## config.mk

```make
export PLATFORM = sky130hd
export DESIGN_NAME = fetch_unit
export DESIGN_NICKNAME = d
export VERILOG_FILES = /design/src/rtl/fetch_unit.sv
export SDC_FILE = /design/constraint.sdc
export NUM_CORES = 1
export LEC_CHECK = 0
export CAP_MARGIN = 20
export CORE_ASPECT_RATIO = 0.75
export CORE_MARGIN = 2
export CORE_UTILIZATION = 57
export DETAILED_ROUTE_END_ITERATION = 6
export PLACE_DENSITY = 0.86
export SLEW_MARGIN = 20
export SYNTH_ARGS = -nofsm -noshare
export SYNTH_HDL_FRONTEND = slang
export SYNTH_SLANG_ARGS = --single-unit
```

## constraint.sdc

```tcl
create_clock -name clk -period 9.4 [get_ports clk]
set_clock_uncertainty 0.2 [all_clocks]
set_input_delay 0.94 -clock clk [delete_from_list [all_inputs] [get_ports clk]]
set_output_delay 0.94 -clock clk [all_outputs]
set_load 0.005 [all_outputs]
```

## src/rtl/fetch_unit.sv

```systemverilog
// -----------------------------------------------------------------------------
// fetch_unit : IF stage plus IF/ID pipeline register of the RV32I pipeline.
//
// Holds the PC and fetches one word at a time from instruction memory over a
// req/ack handshake. The memory may answer in the same cycle (0-latency) or
// any number of cycles later. One extra word is buffered when decode stalls.
// A taken branch/jump from EX squashes the IF/ID slot, the buffer and any
// outstanding fetch. Invalid IF/ID slots always carry NOP_INSTR.
//
// Ports
//   clk, rst          clock, asynchronous active-high reset
//   stall             ID cannot accept; IF/ID contents held
//   br_taken          redirect from EX (flush)
//   br_target         redirect PC, low two bits ignored
//   imem_req/addr     fetch request, held stable until imem_ack
//   imem_rdata/ack    fetch response
//   pc_if_id          PC of the instruction in IF/ID
//   instruction       IF/ID instruction word
//   valid_if_id       IF/ID holds a live instruction
//
// Build option
//   FETCH_PERF_CNT_EN : adds perf_stall_cyc (cycles with stall & valid_if_id)
//                       and perf_flush_cnt (cycles with br_taken), 32-bit
//                       wrapping counters. Absent when undefined.
// -----------------------------------------------------------------------------
module fetch_unit #(
  parameter logic [31:0] RESET_PC  = 32'h0000_0000,
  parameter logic [31:0] NOP_INSTR = 32'h0000_0013
) (
  input  logic        clk,
  input  logic        rst,
  input  logic        stall,
  input  logic        br_taken,
  input  logic [31:0] br_target,
  output logic        imem_req,
  output logic [31:0] imem_addr,
  input  logic [31:0] imem_rdata,
  input  logic        imem_ack,
  output logic [31:0] pc_if_id,
  output logic [31:0] instruction,
`ifdef FETCH_PERF_CNT_EN
  output logic        valid_if_id,
  output logic [31:0] perf_stall_cyc,
  output logic [31:0] perf_flush_cnt
`else
  output logic        valid_if_id
`endif
);

  typedef enum logic [1:0] {
    FETCH   = 2'd0,
    HOLD    = 2'd1,
    DISCARD = 2'd2
  } state_t;

  state_t      state;
  logic [31:0] pc;
  logic [31:0] hold_pc;
  logic [31:0] hold_instr;
  logic [31:0] saved_target;

  logic        accept;
  logic [31:0] target_al;
  logic        load_fetch;
  logic        load_hold;

  assign accept    = !stall || !valid_if_id;
  assign target_al = br_target & 32'hFFFF_FFFC;

  // No request in HOLD: capacity (IF/ID + buffer) is full there.
  assign imem_req  = !rst && (state != HOLD);
  assign imem_addr = pc;

  // New word enters IF/ID either straight from memory or from the buffer.
  assign load_fetch = (state == FETCH) && imem_ack && !br_taken && accept;
  assign load_hold  = (state == HOLD) && !br_taken && accept;

  always_ff @(posedge clk or posedge rst) begin
    if (rst) begin
      state        <= FETCH;
      pc           <= RESET_PC;
      hold_pc      <= 32'h0000_0000;
      hold_instr   <= NOP_INSTR;
      saved_target <= 32'h0000_0000;
      pc_if_id     <= 32'h0000_0000;
      instruction  <= NOP_INSTR;
      valid_if_id  <= 1'b0;
    end else begin
      // ---- IF stage: PC / request control ----
      case (state)
        FETCH: begin
          if (imem_ack) begin
            if (br_taken) begin
              pc <= target_al;
            end else begin
              pc <= pc + 32'd4;
              if (!accept) begin
                hold_pc    <= pc;
                hold_instr <= imem_rdata;
                state      <= HOLD;
              end
            end
          end else if (br_taken) begin
            // Address must stay put until the in-flight request completes.
            saved_target <= target_al;
            state        <= DISCARD;
          end
        end
        HOLD: begin
          if (br_taken) begin
            pc    <= target_al;
            state <= FETCH;
          end else if (accept) begin
            state <= FETCH;
          end
        end
        DISCARD: begin
          if (br_taken) saved_target <= target_al;
          if (imem_ack) begin
            pc    <= br_taken ? target_al : saved_target;
            state <= FETCH;
          end
        end
        default: state <= FETCH;
      endcase

      // ---- IF/ID boundary ----
      if (br_taken) begin
        valid_if_id <= 1'b0;
        instruction <= NOP_INSTR;
      end else if (load_fetch) begin
        pc_if_id    <= pc;
        instruction <= imem_rdata;
        valid_if_id <= 1'b1;
      end else if (load_hold) begin
        pc_if_id    <= hold_pc;
        instruction <= hold_instr;
        valid_if_id <= 1'b1;
      end else if (accept) begin
        valid_if_id <= 1'b0;
        instruction <= NOP_INSTR;
      end
    end
  end

`ifdef FETCH_PERF_CNT_EN
  always_ff @(posedge clk or posedge rst) begin
    if (rst) begin
      perf_stall_cyc <= 32'd0;
      perf_flush_cnt <= 32'd0;
    end else begin
      if (stall && valid_if_id) perf_stall_cyc <= perf_stall_cyc + 32'd1;
      if (br_taken)             perf_flush_cnt <= perf_flush_cnt + 32'd1;
    end
  end
`endif

endmodule

```

======== Word level (Yosys, flattened, before mapping) ========
Index checks and enable logic that the tools add are counted.
storage, ports and cells
  register bits ........................... 195
  bits of input ports ..................... 69
  output and inout bits ................... 98
  word-level logic and storage cells ...... 69
operators by class
  add/sub/neg operators ................... 1
  equal/unequal tests ..................... 11
  mux-type cells .......................... 26
  bitwise operators ....................... 2
  reductions and logical operators ........ 21
operators with widths
  operator                                                               number
  32-bit two-way mux                                                     12
  32-bit case mux with 3 select lines                                    1
  32-bit case mux with 2 select lines                                    1
  32-bit by 3-bit adder with 32-bit output, second input constant        1
  2-bit two-way mux                                                      7
  3-bit != test, second input constant                                   4
  2-bit != test, second input constant                                   4
  4-bit AND reduction                                                    2
  1-bit logical AND                                                      6
  2-bit case mux with 3 select lines                                     1
  5-bit AND reduction                                                    1
  1-bit zero test                                                        4
  1-bit two-way mux                                                      4
  2-bit AND reduction                                                    2
  2-bit nonzero test                                                     2
  4-bit nonzero test                                                     1
  3-bit nonzero test                                                     1
  2-bit by 1-bit equality test with 1-bit output, second input constant  1
  2-bit equality test, second input constant                             1
  2-bit zero test                                                        1
  2-bit by 1-bit != test with 1-bit output, second input constant        1
  1-bit NOT                                                              2
  1-bit logical OR                                                       1

======== Logic depth before layout (Yosys ltp) ========
Gate-level depths: netlist of the first run.
  depth in word-level cells ............... 6
  mapped depth ............................ 10
  depth with buffers taken out ............ 7

======== Least setup slack after synthesis of the first run ========
Ideal clock, no wire load.
  path kind ............................... input to register
  from .................................... input port br_taken
  to ...................................... register pc[26], in the netlist imem_addr[26]
  setup time .............................. 71 ps
  arrival time ............................ 2443 ps
  data required time ...................... 9129 ps
  path slack .............................. 6687 ps
  stages on the path ...................... 6
  buffers on the path ..................... 1
  cells stage by stage .................... clkbuf_1 > nor2b_1 > nor4_1 > o21a_1 > or4b_1 > nand4_1
between the ends
  longest elaborated chain between the ends .. 3
  elaborated cells on any way between the ends .. 7
  those cells by class .................... 1 x eq/ne; 5 x mux; 1 x reduce/logical
ends and longest elaborated chain
  element                                RTL line  source
  start, declared                        33        input logic br_taken,
  32-bit two-way mux (on tied branches)  --
  32-bit two-way mux (on tied branches)  119, 92
  32-bit case mux with 3 select lines    90        case (state)
  end signal, assigned                   94        pc <= target_al;
  end signal, assigned                   96        pc <= pc + 32'd4;
  end signal, assigned                   120       pc <= br_taken ? target_al : saved_target;
  end, declared                          57        logic [31:0] pc;
Several ways; a longest one is shown, not always the timed one. The select of a mux whose other input is x is not followed.
A chain may end at the register's enable or synchronous reset.

======== Worst setup path in the final report of the first run ========
  from .................................... input port stall
  to ...................................... register hold_pc[2]
between the ends
  longest elaborated chain between the ends .. 4
ends and longest elaborated chain
  element                               RTL line  source
  start, declared                       32        input logic stall,
  1-bit zero test                       67        assign accept = !stall || !valid_if_id;
  1-bit logical OR                      67
  1-bit NOT (no source line)            --
  4-bit AND reduction (no source line)  --
  end signal, assigned                  98        hold_pc <= pc;
  end, declared                         58        logic [31:0] hold_pc;
Every way passes these cells.

==> flow_metrics.py, run 1 <==
metrics = {
    "worst_hold_path": {
        "hp-class": "register to register",
    },
    "global_routing": {
        "grt-ovfl-total": 0,
        "grt_pass1_vias": 7358,
        "antenna_found_initial": 1,
        "grt_pass1_wl_um": 38700,
        "grt_max_degree": 121,
        "grt.total_usage_pct": 28.6,
    },
    "clock_network": {
        "cts_tree": "yes",
        "clk_path_buf_depth": 2,
        "numCtsBuffers": 17,
        "cts_setup_buffers": 0,
        "cts_resized": 0,
        "cts_max_level": 4,
        "path_clk_slew_ns": 0.07,
        "cts_num_sinks": 195,
        "clk_latency_ns": 0.43,
        "root_buffer": "clkbuf_16",
        "cts_hold_buf": 0,
    },
    "setup_path": {
        "reg2reg_slack_ns": 6.20,
        "criticalPathCategory": "input pin to register",
        "critPathSlowestCell": "buf_4",
        "critPathTopFamily": "buffers and inverters",
        "path_cells": "clkdlybuf4s50_1, nand2_2, buf_4, nor3_4, buf_4, mux2_2",
        "required_ns": 9.52,
        "critPathMaxStageDelay_ns": 0.69,
        "crit_top_cell": "buf_4",
        "cp.arrival_ns": 3.62,
        "cp.buffers_inverters": 3,
        "path_max_fanout": 65,
        "end_kind": "register",
        "startpoint_type": "input pin",
    },
    "power_and_ir_drop": {
        "p_leak_nw": 5.02,
        "peakVddDrop_mv": 0.170,
        "p_per_area_mw_per_mm2": 306,
        "total_power_mw": 3.57,
    },
    "sta": {
        "post-route-min-period_ns": 3.50,
        "slew_violations": 0,
        "worst_pin_slew_ns": 1.08,
        "max_slew_margin_pct": 27.6,
        "hold_viol": 0,
        "finalCritPeriodShare_pct": 37.3,
        "finalSetupViolations": 0,
        "rsz0062_at_grt": "no",
        "fmax_mhz": 285,
        "finalSetupTns_ns": 0,
    },
    "die": {
        "die_y_um": 115,
        "ios": 167,
        "die_w_um": 152,
        "die_area_mm2": 0.0174,
        "design.core.area_mm2": 0.0160,
        "initial_core_util_pct": 58.3,
        "rows": 40,
    },
    "synthesis": {
        "ys_ff_latch": 195,
        "avgSynthCellArea_um2": 10.7,
        "ys_async_sr_fraction_pct": 100,
        "synth_nets": 948,
        "synth_edf_count": 0,
        "synthDistinctLibCells": 58,
        "ys.flop_type": "dfrtp_1",
        "synth-seq-area-share_pct": 52.4,
        "syn-cell-area_mm2": 0.00934,
        "yosysWarningCount": 0,
        "syn_inst": 874,
    },
    "placed_design": {
        "port_buffers": 164,
        "hpwl_um": 15700,
        "gp_congestion": 0.852,
    },
    "layout": {
        "area_growth_syn_to_layout_pct": 25.1,
        "final_common_cell": "dfrtp_1",
        "n_antenna_cell": 0,
        "utilization_pct": 72.9,
        "nets": 1075,
        "final_cell_mix": "189 x dfrtp_1, 163 x clkdlybuf4s50_1, 102 x nand2_1",
        "drive_above_1_share_pct": 16.7,
    },
    "route": {
        "wl_per_cell_um": 19.5,
        "via_per_inst": 6.25,
        "drtPass1Iterations": 6,
        "postRouteAntennaNets": 0,
        "num_vias": 7645,
        "drc": 0,
        "finalWirelength_um": 23900,
        "drt-initial-drc-count": 758,
    },
    "run": {
        "cap_violations": 0,
    },
    "status": {
        "status": "complete, no violations",
    },
}
metrics by stage:
stage               std cells  setup WS (ns)  hold WS (ns)  instance area (um2)
floorplan                 874           2.96         0.253                 9340
global placement         1192           5.18         0.270                11100
detailed placement       1192           5.16         0.271                11100
CTS                      1224           5.61         0.292                11700
global route             1224           5.75         0.303                11700
finish                   1224           5.90         0.291                11700
cell families (layout without fill, tap and decap cells):
logic type,Yosys count,after routing,share of synthesized area (%)
buffers and inverters,79,219,3.63
AO/OA/AOI/OAI,181,181,13.4
adder cells (fa/ha/maj),5,5,0.670
AND/OR/NAND/NOR,269,269,13.3
flip-flops,195,195,52.4
multiplexers,132,132,15.4
XOR/XNOR,13,13,1.22
cells in the mapped netlist (10+ instances only):
library cell  count  share of area, %
a311oi_1         29               2.7
mux2i_1          36               3.9
nand4_1          12              0.80
nand2_1         104               4.2
a21oi_1          15              0.80
a221oi_1         12               1.1
nor3_1           10              0.54
nor2_1           56               2.3
o21ai_0          67               3.6
clkbuf_1         53               2.1
mux2_2           96                12
dfrtp_1         189                51
nand3_1          49               2.6
layout make-up:
cell class,count,area [um2]
clock buffers,19,443
clock inverters,13,149
fillers,1142,4330
inverters,8,37.5
multi-input cells,600,4150
flip-flops and latches,195,4890
well taps,210,263
repair buffers,179,1750
registers in the layout (all words and copies together) (netlist names):
signal / cells
hold_pc: 32
state: 2
valid_if_id: 1
instruction: 32
imem_addr: 32
pc_if_id: 32
hold_instr: 32
saved_target: 32
power breakdown:
group / leakage [nW] / total [mW] / switching, mW / internal, mW
logic: 2.26 / 1.34 / 0.628 / 0.712
clock network: 0.281 / 0.735 / 0.332 / 0.403
registers: 2.47 / 1.50 / 0.312 / 1.18
per-layer routing:
layer | vias up | track usage (%) | part of all wire, %
li1 | 3453 | - | -
met1 | 3792 | 40.6 | 44
met2 | 346 | 42.3 | 45
met3 | 52 | 7.90 | 8.6
met4 | 2 | 11.4 | 2.8
met5 | - | 0 | 0.054
worst reg2reg max path: cells and delay by family (launching register included):
kind / cells / cell delay [ns]
fa+ha+maj: 1 / 0.28
buf+inv: 3 / 1.07
flops: 1 / 0.42
mux: 1 / 0.45
simple gates: 2 / 0.66
path summary, 6_finish.rpt:
path	start	to	depth (start not counted)
worst max register to register	state[1]$_DFFE_PP0P_	hold_pc[2]$_DFFE_PP0P_	7
worst min register to register	saved_target[0]$_DFFE_PP0P_	saved_target[0]$_DFFE_PP0P_	1
min in group asynchronous	rst	instruction[7]$_DFFE_PP0P_	2
worst max-delay path	stall	hold_pc[2]$_DFFE_PP0P_	6
worst min-delay path	saved_target[0]$_DFFE_PP0P_	saved_target[0]$_DFFE_PP0P_	1
max in group asynchronous	rst	imem_addr[9]$_DFFE_PP0P_	3
No activity file was read; power rests on OpenSTA's default activity.
==> run 2, diff against run 1 <==
--- a/config.mk
+++ b/config.mk
@@ -8,9 +8,9 @@
 export CAP_MARGIN = 20
 export CORE_ASPECT_RATIO = 0.75
 export CORE_MARGIN = 2
-export CORE_UTILIZATION = 57
+export CORE_UTILIZATION = 48
 export DETAILED_ROUTE_END_ITERATION = 6
-export PLACE_DENSITY = 0.86
+export PLACE_DENSITY = 0.77
 export SLEW_MARGIN = 20
 export SYNTH_ARGS = -nofsm -noshare
 export SYNTH_HDL_FRONTEND = slang
==> constraint.sdc (replaced) <==
create_clock -name clk -period 3 [get_ports clk]
set_clock_uncertainty 0.2 [all_clocks]
set_input_delay 0.3 -clock clk [delete_from_list [all_inputs] [get_ports clk]]
set_output_delay 0.3 -clock clk [all_outputs]
set_load 0.005 [all_outputs]
==> run 2 against run 1 <==
Compared with the run above: final area rose by 2.1%; count of clock-buffer cells in the layout fell by 2; largest cell class unchanged; routed wire length rose by 2.9%; first-iteration DRC count fell by 10%; die area rose by 18%; clock power rose to 3.1 times the previous value; sequential share of layout area fell by 0.86 points; largest power group unchanged.
==> flow_metrics.py, run 2 (synthesis gave the netlist of run 1 again) <==
metrics = {
    "run": {
        "cap_violations": 0,
    },
    "layout": {
        "utilization_pct": 62.1,
        "nets": 1098,
        "final_common_cell": "dfrtp_1",
        "n_antenna_cell": 0,
        "regArea_mm2": 0.00489,
        "drive_above_1_share_pct": 18.6,
        "final_cell_mix": "189 x dfrtp_1, 163 x clkdlybuf4s50_1, 102 x nand2_1",
        "fillCellCount": 1494,
        "area_growth_syn_to_layout_pct": 27.8,
        "multi_input_area_mm2": 0.00414,
    },
    "die": {
        "die_area_mm2": 0.0206,
        "die_y_um": 125,
        "design.core.area_mm2": 0.0192,
        "initial_core_util_pct": 48.6,
        "ios": 167,
        "rows": 44,
        "die_w_um": 165,
    },
    "clock_network": {
        "path_clk_slew_ns": 0.08,
        "cts_tree": "yes",
        "cts_hold_buf": 0,
        "clk_path_buf_depth": 2,
        "cts_num_sinks": 195,
        "root_buffer": "clkbuf_16",
        "cts_setup_buffers": 0,
        "numCtsBuffers": 17,
        "clk_latency_ns": 0.44,
        "cts_resized": 0,
        "cts_max_level": 4,
    },
    "route": {
        "num_vias": 7569,
        "wl_per_cell_um": 19.1,
        "finalWirelength_um": 24600,
        "postRouteAntennaNets": 0,
        "drc": 0,
        "drt-initial-drc-count": 680,
        "drtPass1Iterations": 5,
        "via_per_inst": 5.87,
    },
    "power_and_ir_drop": {
        "p_leak_nw": 5.12,
        "p_per_area_mw_per_mm2": 946,
        "clkPwrFrac_pct": 19.9,
        "netSwitchingFraction_pct": 35.9,
        "power_switching_mw": 4.05,
        "combPwrFrac_pct": 39.4,
        "peakVddDrop_mv": 0.423,
        "seqPwrFrac_pct": 40.7,
        "intPower_mw": 7.23,
    },
    "setup_path": {
        "criticalPathCategory": "register to register",
        "required_ns": 3.11,
        "cp.arrival_ns": 2.85,
        "startpoint_type": "register",
        "path_max_fanout": 9,
        "end_kind": "register",
    },
    "global_routing": {
        "grt_max_degree": 97,
        "grt-ovfl-total": 0,
        "antenna_found_initial": 0,
        "grt.total_usage_pct": 24.7,
        "grt_pass1_vias": 7594,
        "grt_pass1_wl_um": 40000,
    },
    "worst_hold_path": {
        "hp-class": "input pin to async pin",
    },
    "placed_design": {
        "hpwl_um": 16800,
        "port_buffers": 164,
        "gp_congestion": 0.877,
    },
    "sta": {
        "worst_pin_slew_ns": 0.737,
        "finalSetupTns_ns": 0,
        "finalSetupViolations": 0,
        "max_slew_margin_pct": 50.7,
        "rsz0062_at_grt": "no",
        "fmax_mhz": 365,
        "slew_violations": 0,
        "post-route-min-period_ns": 2.74,
        "finalCritPeriodShare_pct": 91.2,
        "whs_ns": 0.0423,
        "hold_viol": 0,
    },
    "status": {
        "status": "complete, no violations",
    },
}
run 2: power groups by stage:
stage / sequential [mW] / combinational (mW) / clock [mW]
final: 4.59 / 4.44 / 2.25
after global routing: 4.73 / 4.85 / 2.41
after CTS: 4.57 / 4.44 / 2.28
after detailed placement: 4.61 / 4.42 / 0
after global placement: 4.55 / 4.28 / 0
after floorplan: 4.36 / 2.64 / 0
run 2: stage by stage:
| step | std cells | setup slack [ns] | area [um2] | total power [mW] |
|---|---|---|---|---|
| after global placement | 1258 | 0.363 | 11400 | 8.83 |
| after floorplan | 874 | -0.0135 | 9340 | 7.00 |
| after global routing | 1290 | 0.132 | 11900 | 12.0 |
| after CTS | 1290 | 0.293 | 11900 | 11.3 |
| final | 1290 | 0.263 | 11900 | 11.3 |
| after detailed placement | 1258 | 0.311 | 11400 | 9.03 |
run 2: path summary, 6_finish.rpt:
kind / from / end / slack [ns] / depth (start not counted)
max in group asynchronous: rst / saved_target[24]$_DFFE_PP0P_ / 1.71 / 3
worst max register to register: imem_addr[3]$_DFFE_PP0P_ / imem_addr[28]$_DFFE_PP0P_ / 0.26 / 6
worst min-delay path: rst / instruction[9]$_DFFE_PP0P_ / 0.04 / 2
min in group clk: br_taken / instruction[2]$_DFFE_PP0P_ / 0.09 / 2
worst max-delay path: imem_addr[3]$_DFFE_PP0P_ / imem_addr[28]$_DFFE_PP0P_ / 0.26 / 6
worst min register to register: saved_target[0]$_DFFE_PP0P_ / saved_target[0]$_DFFE_PP0P_ / 0.29 / 1
run 2: critical path, stage by stage (launching register included):
cell and delay (ns):
dfrtp_1 0.51, ha_1 0.30, nand3_1 0.20, or4_4 0.50
or3_4 0.38, and3_2 0.22, or3_1 0.30
run 2: layer usage:
layer / vias to the layer above / track usage (%) / routed length, um
li1: 3497 / - / -
met4: 0 / 7.72 / 484
met5: - / 0 / 0
met1: 3749 / 36.1 / 11300
met2: 290 / 37.0 / 10900
met3: 33 / 5.16 / 1930
run 2: area by class of cell:
class | instances | area share [%]
Sequential cell | 195 | 41.0
Multi-Input combinational cell | 600 | 34.7
Timing Repair Buffer | 202 | 16.5
Clock buffer | 17 | 3.57
Tap cell | 253 | 2.65
Clock inverter | 15 | 1.26
Inverter | 8 | 0.283
==> run 3, diff against run 2 <==
--- a/config.mk
+++ b/config.mk
@@ -11,7 +11,6 @@
 export CORE_UTILIZATION = 48
 export DETAILED_ROUTE_END_ITERATION = 6
 export PLACE_DENSITY = 0.77
-export SLEW_MARGIN = 20
 export SYNTH_ARGS = -nofsm -noshare
 export SYNTH_HDL_FRONTEND = slang
 export SYNTH_SLANG_ARGS = --single-unit
==> results of run 3 <==
The final DEF is identical to that of run 2; final timing and power are the same.
